File: src/rtl/noise_pkg.sv
// Shared constants and frame header layout for the multi-channel noise generator.
package noise_pkg;

  localparam int unsigned CH_IDX_W = 5;
  localparam int unsigned HDR_W    = 8;

  // Header bit positions within the top byte of a frame
  localparam int unsigned HDR_LOAD_BIT = 7;
  localparam int unsigned HDR_MODE_BIT = 6;
  localparam int unsigned HDR_EN_BIT   = 5;

  localparam logic MODE_LONG  = 1'b0;
  localparam logic MODE_SHORT = 1'b1;

  typedef struct packed {
    logic                load;
    logic                mode;
    logic                en;
    logic [CH_IDX_W-1:0] ch;
  } frame_hdr_t;

endpackage

File: src/rtl/noise_lfsr_ch.sv
// One noise voice: divider counter, long/short LFSR, enable and registered output bit.
module noise_lfsr_ch
  import noise_pkg::*;
#(
  parameter int unsigned      LFSR_W      = 23,
  parameter int unsigned      TAP_LONG    = 17,
  parameter int unsigned      SHORT_W     = 7,
  parameter int unsigned      DIV_W       = 17,
  parameter logic [LFSR_W-1:0] SEED       = 23'd111,
  parameter logic [DIV_W-1:0]  DEFAULT_DIV = 17'd13000
) (
  input  logic              clk_i,
  input  logic              rst_i,
  input  logic              commit_i,
  input  logic              load_i,
  input  logic              mode_i,
  input  logic              en_i,
  input  logic [DIV_W-1:0]  div_i,
  input  logic [LFSR_W-1:0] lfsr_i,
  output logic              noise_o
);

  logic [LFSR_W-1:0] lfsr_q, lfsr_d;
  logic [DIV_W-1:0]  div_q, div_d;
  logic [DIV_W-1:0]  cnt_q, cnt_d;
  logic              mode_q, mode_d;
  logic              en_q, en_d;
  logic              out_q, out_d;

  // True when the field used by mode m is all zero (lock-up state)
  function automatic logic act_zero(input logic [LFSR_W-1:0] v, input logic m);
    if (m == MODE_SHORT) begin
      return v[SHORT_W-1:0] == '0;
    end
    return v == '0;
  endfunction

  always_comb begin
    lfsr_d = lfsr_q;
    div_d  = div_q;
    cnt_d  = cnt_q;
    mode_d = mode_q;
    en_d   = en_q;
    out_d  = out_q;
    if (commit_i) begin
      // A commit overrides any tick due this cycle
      div_d  = div_i;
      mode_d = mode_i;
      en_d   = en_i;
      cnt_d  = '0;
      if (load_i) begin
        lfsr_d = act_zero(lfsr_i, mode_i) ? SEED : lfsr_i;
      end
    end else if (!en_q) begin
      cnt_d = '0;
      out_d = 1'b0;
    end else if (cnt_q == div_q) begin
      cnt_d = '0;
      if (act_zero(lfsr_q, mode_q)) begin
        lfsr_d = SEED;
        out_d  = 1'b0;
      end else if (mode_q == MODE_SHORT) begin
        lfsr_d[SHORT_W-1:0] = {lfsr_q[SHORT_W-2:0], lfsr_q[SHORT_W-1] ^ lfsr_q[SHORT_W-2]};
        out_d               = lfsr_q[SHORT_W-1];
      end else begin
        lfsr_d = {lfsr_q[LFSR_W-2:0], lfsr_q[LFSR_W-1] ^ lfsr_q[TAP_LONG]};
        out_d  = lfsr_q[LFSR_W-1];
      end
    end else begin
      cnt_d = cnt_q + DIV_W'(1);
    end
  end

  always_ff @(posedge clk_i) begin
    if (rst_i) begin
      lfsr_q <= SEED;
      div_q  <= DEFAULT_DIV;
      cnt_q  <= '0;
      mode_q <= MODE_LONG;
      en_q   <= 1'b1;
      out_q  <= 1'b0;
    end else begin
      lfsr_q <= lfsr_d;
      div_q  <= div_d;
      cnt_q  <= cnt_d;
      mode_q <= mode_d;
      en_q   <= en_d;
      out_q  <= out_d;
    end
  end

  assign noise_o = out_q;

endmodule

File: src/rtl/noise_gen_mc.sv
// Multi-channel LFSR noise generator programmed by channel-addressed SPI frames.
module noise_gen_mc
  import noise_pkg::*;
#(
  parameter int unsigned       NUM_CH      = 4,
  parameter int unsigned       LFSR_W      = 23,
  parameter int unsigned       TAP_LONG    = 17,
  parameter int unsigned       SHORT_W     = 7,
  parameter int unsigned       DIV_W       = 17,
  parameter logic [LFSR_W-1:0] SEED        = 23'd111,
  parameter logic [DIV_W-1:0]  DEFAULT_DIV = 17'd13000
) (
  input  logic              sys_clk,
  input  logic              sys_rst,
  input  logic              spi_clock,
  input  logic              spi_data,
  input  logic              spi_cs,
  output logic [NUM_CH-1:0] noise_out,
  output logic              frame_ok,
  output logic              frame_err
);

  localparam int unsigned FRAME_W = HDR_W + DIV_W + LFSR_W;
  localparam int unsigned BCNT_W  = $clog2(FRAME_W + 2);
  localparam logic [BCNT_W-1:0] BCNT_FULL = BCNT_W'(FRAME_W);
  localparam logic [BCNT_W-1:0] BCNT_SAT  = BCNT_W'(FRAME_W + 1);

  logic [2:0] sck_q;
  logic [2:0] cs_q;
  logic [1:0] mosi_q;

  // Idle values on reset so no spurious edge is seen when reset releases
  always_ff @(posedge sys_clk) begin
    if (sys_rst) begin
      sck_q  <= '0;
      cs_q   <= '1;
      mosi_q <= '0;
    end else begin
      sck_q  <= {sck_q[1:0], spi_clock};
      cs_q   <= {cs_q[1:0], spi_cs};
      mosi_q <= {mosi_q[0], spi_data};
    end
  end

  logic sck_rise, cs_fall, cs_rise, cs_active;

  assign sck_rise  = sck_q[1] & ~sck_q[2];
  assign cs_fall   = ~cs_q[1] & cs_q[2];
  assign cs_rise   = cs_q[1] & ~cs_q[2];
  assign cs_active = ~cs_q[1];

  logic [FRAME_W-1:0] shreg_q, shreg_d;
  logic [BCNT_W-1:0]  bcnt_q, bcnt_d;
  logic               armed_q, armed_d;
  logic               commit_q, commit_d;
  logic               err_q, err_d;

  // armed_q marks a frame whose start was seen since the last reset
  always_comb begin
    shreg_d  = shreg_q;
    bcnt_d   = bcnt_q;
    armed_d  = armed_q;
    commit_d = 1'b0;
    err_d    = 1'b0;
    if (cs_fall) begin
      bcnt_d  = '0;
      armed_d = 1'b1;
    end else if (armed_q && cs_active && sck_rise) begin
      shreg_d = {shreg_q[FRAME_W-2:0], mosi_q[1]};
      if (bcnt_q != BCNT_SAT) begin
        bcnt_d = bcnt_q + BCNT_W'(1);
      end
    end
    if (armed_q && cs_rise) begin
      armed_d  = 1'b0;
      commit_d = (bcnt_q == BCNT_FULL);
      err_d    = (bcnt_q != BCNT_FULL);
    end
  end

  always_ff @(posedge sys_clk) begin
    if (sys_rst) begin
      shreg_q  <= '0;
      bcnt_q   <= '0;
      armed_q  <= 1'b0;
      commit_q <= 1'b0;
      err_q    <= 1'b0;
    end else begin
      shreg_q  <= shreg_d;
      bcnt_q   <= bcnt_d;
      armed_q  <= armed_d;
      commit_q <= commit_d;
      err_q    <= err_d;
    end
  end

  assign frame_ok  = commit_q;
  assign frame_err = err_q;

  frame_hdr_t         hdr;
  logic [DIV_W-1:0]   cfg_div;
  logic [LFSR_W-1:0]  cfg_lfsr;
  logic [NUM_CH-1:0]  ch_commit;

  assign hdr      = shreg_q[FRAME_W-1 -: HDR_W];
  assign cfg_div  = shreg_q[LFSR_W +: DIV_W];
  assign cfg_lfsr = shreg_q[LFSR_W-1:0];

  // Indices at or above NUM_CH match no channel
  always_comb begin
    ch_commit = '0;
    for (int unsigned c = 0; c < NUM_CH; c++) begin
      ch_commit[c] = commit_q && (hdr.ch == CH_IDX_W'(c));
    end
  end

  for (genvar c = 0; c < NUM_CH; c++) begin : g_ch
    noise_lfsr_ch #(
      .LFSR_W      (LFSR_W),
      .TAP_LONG    (TAP_LONG),
      .SHORT_W     (SHORT_W),
      .DIV_W       (DIV_W),
      .SEED        (SEED),
      .DEFAULT_DIV (DEFAULT_DIV)
    ) u_ch (
      .clk_i    (sys_clk),
      .rst_i    (sys_rst),
      .commit_i (ch_commit[c]),
      .load_i   (hdr.load),
      .mode_i   (hdr.mode),
      .en_i     (hdr.en),
      .div_i    (cfg_div),
      .lfsr_i   (cfg_lfsr),
      .noise_o  (noise_out[c])
    );
  end

endmodule

File: config.mk
export PLATFORM = sky130hd
export DESIGN_NAME = noise_gen_mc
export DESIGN_NICKNAME = d
export VERILOG_FILES = /design/src/rtl/noise_pkg.sv /design/src/rtl/noise_lfsr_ch.sv /design/src/rtl/noise_gen_mc.sv
export SDC_FILE = /design/constraint.sdc
export NUM_CORES = 1
export LEC_CHECK = 0
export ABC_CLOCK_PERIOD_IN_PS = 3070
export CORE_MARGIN = 2
export CORE_UTILIZATION = 60
export CTS_BUF_LIST = sky130_fd_sc_hd__clkbuf_2
export DETAILED_ROUTE_END_ITERATION = 8
export PLACE_DENSITY_LB_ADDON = 0.08
export SYNTH_ARGS = -nofsm -noshare
export SYNTH_HDL_FRONTEND = slang
export SYNTH_HIERARCHICAL = 1
export SYNTH_SLANG_ARGS = --single-unit
File: constraint.sdc
create_clock -name sys_clk -period 3.07 [get_ports sys_clk]
set_input_delay 0.614 -clock sys_clk [delete_from_list [all_inputs] [get_ports sys_clk]]
set_output_delay 0.614 -clock sys_clk [all_outputs]
set_load 0.05 [all_outputs]
==> run metrics <==
main combinational cell family by area after synthesis=compound AO/OA/AOI/OAI gates; Slew HR=18.1%; Cell Chain, Critical Path=nor4b_1 -> nand2_1 -> nor2_4 -> nor2b_1 -> a22o_1 -> a22oi_1 -> a211oi_2; compound-cell area share of the yosys netlist=21.4%; Top delay family on crit path=simple AND/OR/NAND/NOR gates; Clock Tree Root=clkbuf_2; Top Ports=11; reg2reg start=shreg_q[42]$_SDFFE_PP0P_; Via Count=12000; DRC viols=0; nets@finish=1570; Seq. cell area=0.00611 sq mm; Ys Warns=6; Slowest cell on crit path=nor4b_1; Worst Hold Path Cells=2; FF-to-FF setup slack=0.23 ns; worst setup margin=0.225 ns; GRT Resource Usage Total=27.9%; share of layout cells above drive strength 1=13.9%; unrepaired setup endpoints after global routing=false; top post-synthesis cells by area=dfxtp_1, mux2i_1, xnor2_1; max frequency=352 MHz; Power Density=444 mW/mm^2; routability congestion estimate=0.845; crit path buf inv count=0; post-synthesis net count=1557; clock-pin slew on the worst setup and hold paths=0.10 ns; final setup vio count=0; worst reg2reg endpoint=g_ch[1].u_ch/lfsr_q[17]$_SDFFE_PP0P_; Synth-to-Final Area Change=5.78%; worst-skew pair later-pin latency=0.87 ns; Final Hold Viols=0; Setup crit end kind=flop; Synth cell types=58; most frequent cell after synthesis=dfxtp_1; Final Max Tran Viols=0; routed len/inst=18.7 um; setup TNS=0 ns; Crit path largest cell delay=0.58 ns; largest net degree at the start of global routing=72; Avg Inst Size Synth=9.42 sq um; Post-Synth Simple-Gate Area=16.8%; Hold Crit Endpoint=g_ch[3].u_ch/div_q[5]$_SDFFE_PP0P_; CP Launch Type=flop; crit path time final=2.84 ns; CTS Sinks=305; vias in the first global route=11600; maximum buffer depth of the clock tree=3; worst r2r path cells=7; Post-synth EDFFs=0; core area=0.0236 sq mm; vias per cell=6.23; adder-cell area share of the yosys netlist=0.602%; outcome=finished, final reports clean; post-synthesis sequential area ratio=42.0%; htree depth=3; hold_buf cts=0; Leakage Power=0.00503 uW; FFs w/ async S/R, synth=0%; Crit path required time=3.79 ns; DRT antenna net count=0; dpl ws=0.248 ns; HP Class=input pin to flop; share of the synthesized area in the top cell type=42.0%; fillers=2113; period utilization=92.7%; Yosys top cell by area=dfxtp_1; Top FF cell, synth=dfxtp_1; max-cap violation count=0; global-route wire length before repair=59400 um; Die Wd=160 um; Die Y=160 um; xor/xnor cell area share of the yosys netlist=8.19%; Syn Inst Count=1545; Clock Skew=0.0721 ns; Max IR drop VDD=0.325 mV; arrival time worst endpoint=3.57 ns; Die Area=0.0255 sq mm; initial antenna violation count=1; multi-input logic area=0.00782 sq mm; WS Path Type=flop to flop; CTS tree=yes; starting DRC count in detailed routing=1008; # rows=56; Synth Register Bits=305; effective utilization at floorplan=61.6%; Least-Margin Pin Slew=1.23 ns; DRT Wirelength=36000 um; mux contribution to synthesized area=6.60%; DR pass1 iterations=5; post-DP HPWL=23700 um; Hold Startpoint=sys_rst; number of port buffers=10; top cells by count, synth=dfxtp_1, nor2_1, mux2i_1; Max FO, Critical Path=17; synthesized cell area=0.0146 sq mm; total gr overflow=0; CTS Buf Count=80
## stage by stage
stage	power, uW	std cells	hold WS (ns)	area [sq um]	utilization [%]
global placement	4240	1794	0.415	14700	62.3
floorplan	4200	1545	0.389	14600	-
detailed placement	4240	1794	0.409	14700	62.3
global route	7140	1925	0.163	15400	65.2
CTS	6920	1923	0.122	15400	65.1
finish	6830	1925	0.193	15400	65.2
## worst max-delay path by stage
| stage | startpoint | to | slack (ns) | depth (start not counted) |
|---|---|---|---|---|
| floorplan | frame_ok$_SDFF_PP0_ | g_ch[0].u_ch/lfsr_q[10]$_SDFFE_PP0P_ | 0.40 | 7 |
| global placement | frame_ok$_SDFF_PP0_ | g_ch[2].u_ch/lfsr_q[7]$_SDFFE_PP0P_ | 0.28 | 7 |
| detailed placement | frame_ok$_SDFF_PP0_ | g_ch[2].u_ch/lfsr_q[7]$_SDFFE_PP0P_ | 0.25 | 7 |
| CTS | frame_ok$_SDFF_PP0_ | g_ch[2].u_ch/lfsr_q[7]$_SDFFE_PP0P_ | 0.20 | 7 |
| global route | shreg_q[42]$_SDFFE_PP0P_ | g_ch[1].u_ch/lfsr_q[22]$_SDFFE_PP0P_ | 0.02 | 7 |
| finish | shreg_q[42]$_SDFFE_PP0P_ | g_ch[1].u_ch/lfsr_q[17]$_SDFFE_PP0P_ | 0.23 | 7 |
## metal layers
layer / routed length [um] / track usage (%) / vias to the layer above
met3: 1460 / 4.31 / 99
met1: 16600 / 37.7 / 5763
met5: 0 / 0 / -
met2: 16700 / 44.6 / 318
li1: - / - / 5812
met4: 1240 / 11.9 / 0
## cell type report
type | count | area share (%)
multi-input cells | 1114 | 50.8
flip-flops and latches | 305 | 39.7
clock buffers | 113 | 3.67
well taps | 319 | 2.59
repair buffers | 39 | 2.15
clock inverters | 16 | 0.626
inverters | 18 | 0.439
diodes | 1 | 0.0163
## where the power goes
part	switching (uW)	total [uW]	leakage (uW)	internal, uW
Sequential	18.8	3990	0.00246	3970
Combinational	115	162	0.00205	47.5
Clock	1620	2680	0.000516	1060
Total	1760	6830	0.00503	5080
## kinds of logic after synthesis
group	Yosys count
simple gates	465
compound gates	411
flops	305
xor+xnor	136
buf+inv	126
mux	95
fa+ha+maj	7
## placed cells by master, fill, tap and decap left out, drive strengths merged, types with 12 or more instances in the layout
| cell type | n |
|---|---|
| xnor2 | 80 |
| inv | 20 |
| nor2 | 131 |
| nor2b | 18 |
| a211oi | 121 |
| xor2 | 56 |
| and2 | 16 |
| dfxtp | 305 |
| mux2i | 87 |
| and3 | 17 |
| clkbuf | 113 |
| nand3 | 79 |
| o22ai | 20 |
| nor4 | 44 |
| o211ai | 56 |
| o21ai | 50 |
| nand4 | 33 |
| a22oi | 64 |
| clkinv | 12 |
| a21oi | 55 |
| buf | 30 |
| nand2 | 73 |
## what timing repair did
action / in CTS / in global routing
buffers inserted: 0 / 1
gates resized for setup: 0 / 1
setup endpoints to repair: 0 / 7
## registers in the layout, summed over array words and instances, names as in the netlist, 2 cells and up
register	count
mosi_q	2
cs_q	3
g_ch.u_ch/en_q	4
bcnt_q	6
g_ch.u_ch/lfsr_q	92
g_ch.u_ch/noise_o	4
sck_q	3
g_ch.u_ch/mode_q	4
g_ch.u_ch/cnt_q	68
g_ch.u_ch/div_q	68
shreg_q	48
Note: power is estimated with default switching activity, not from simulation.
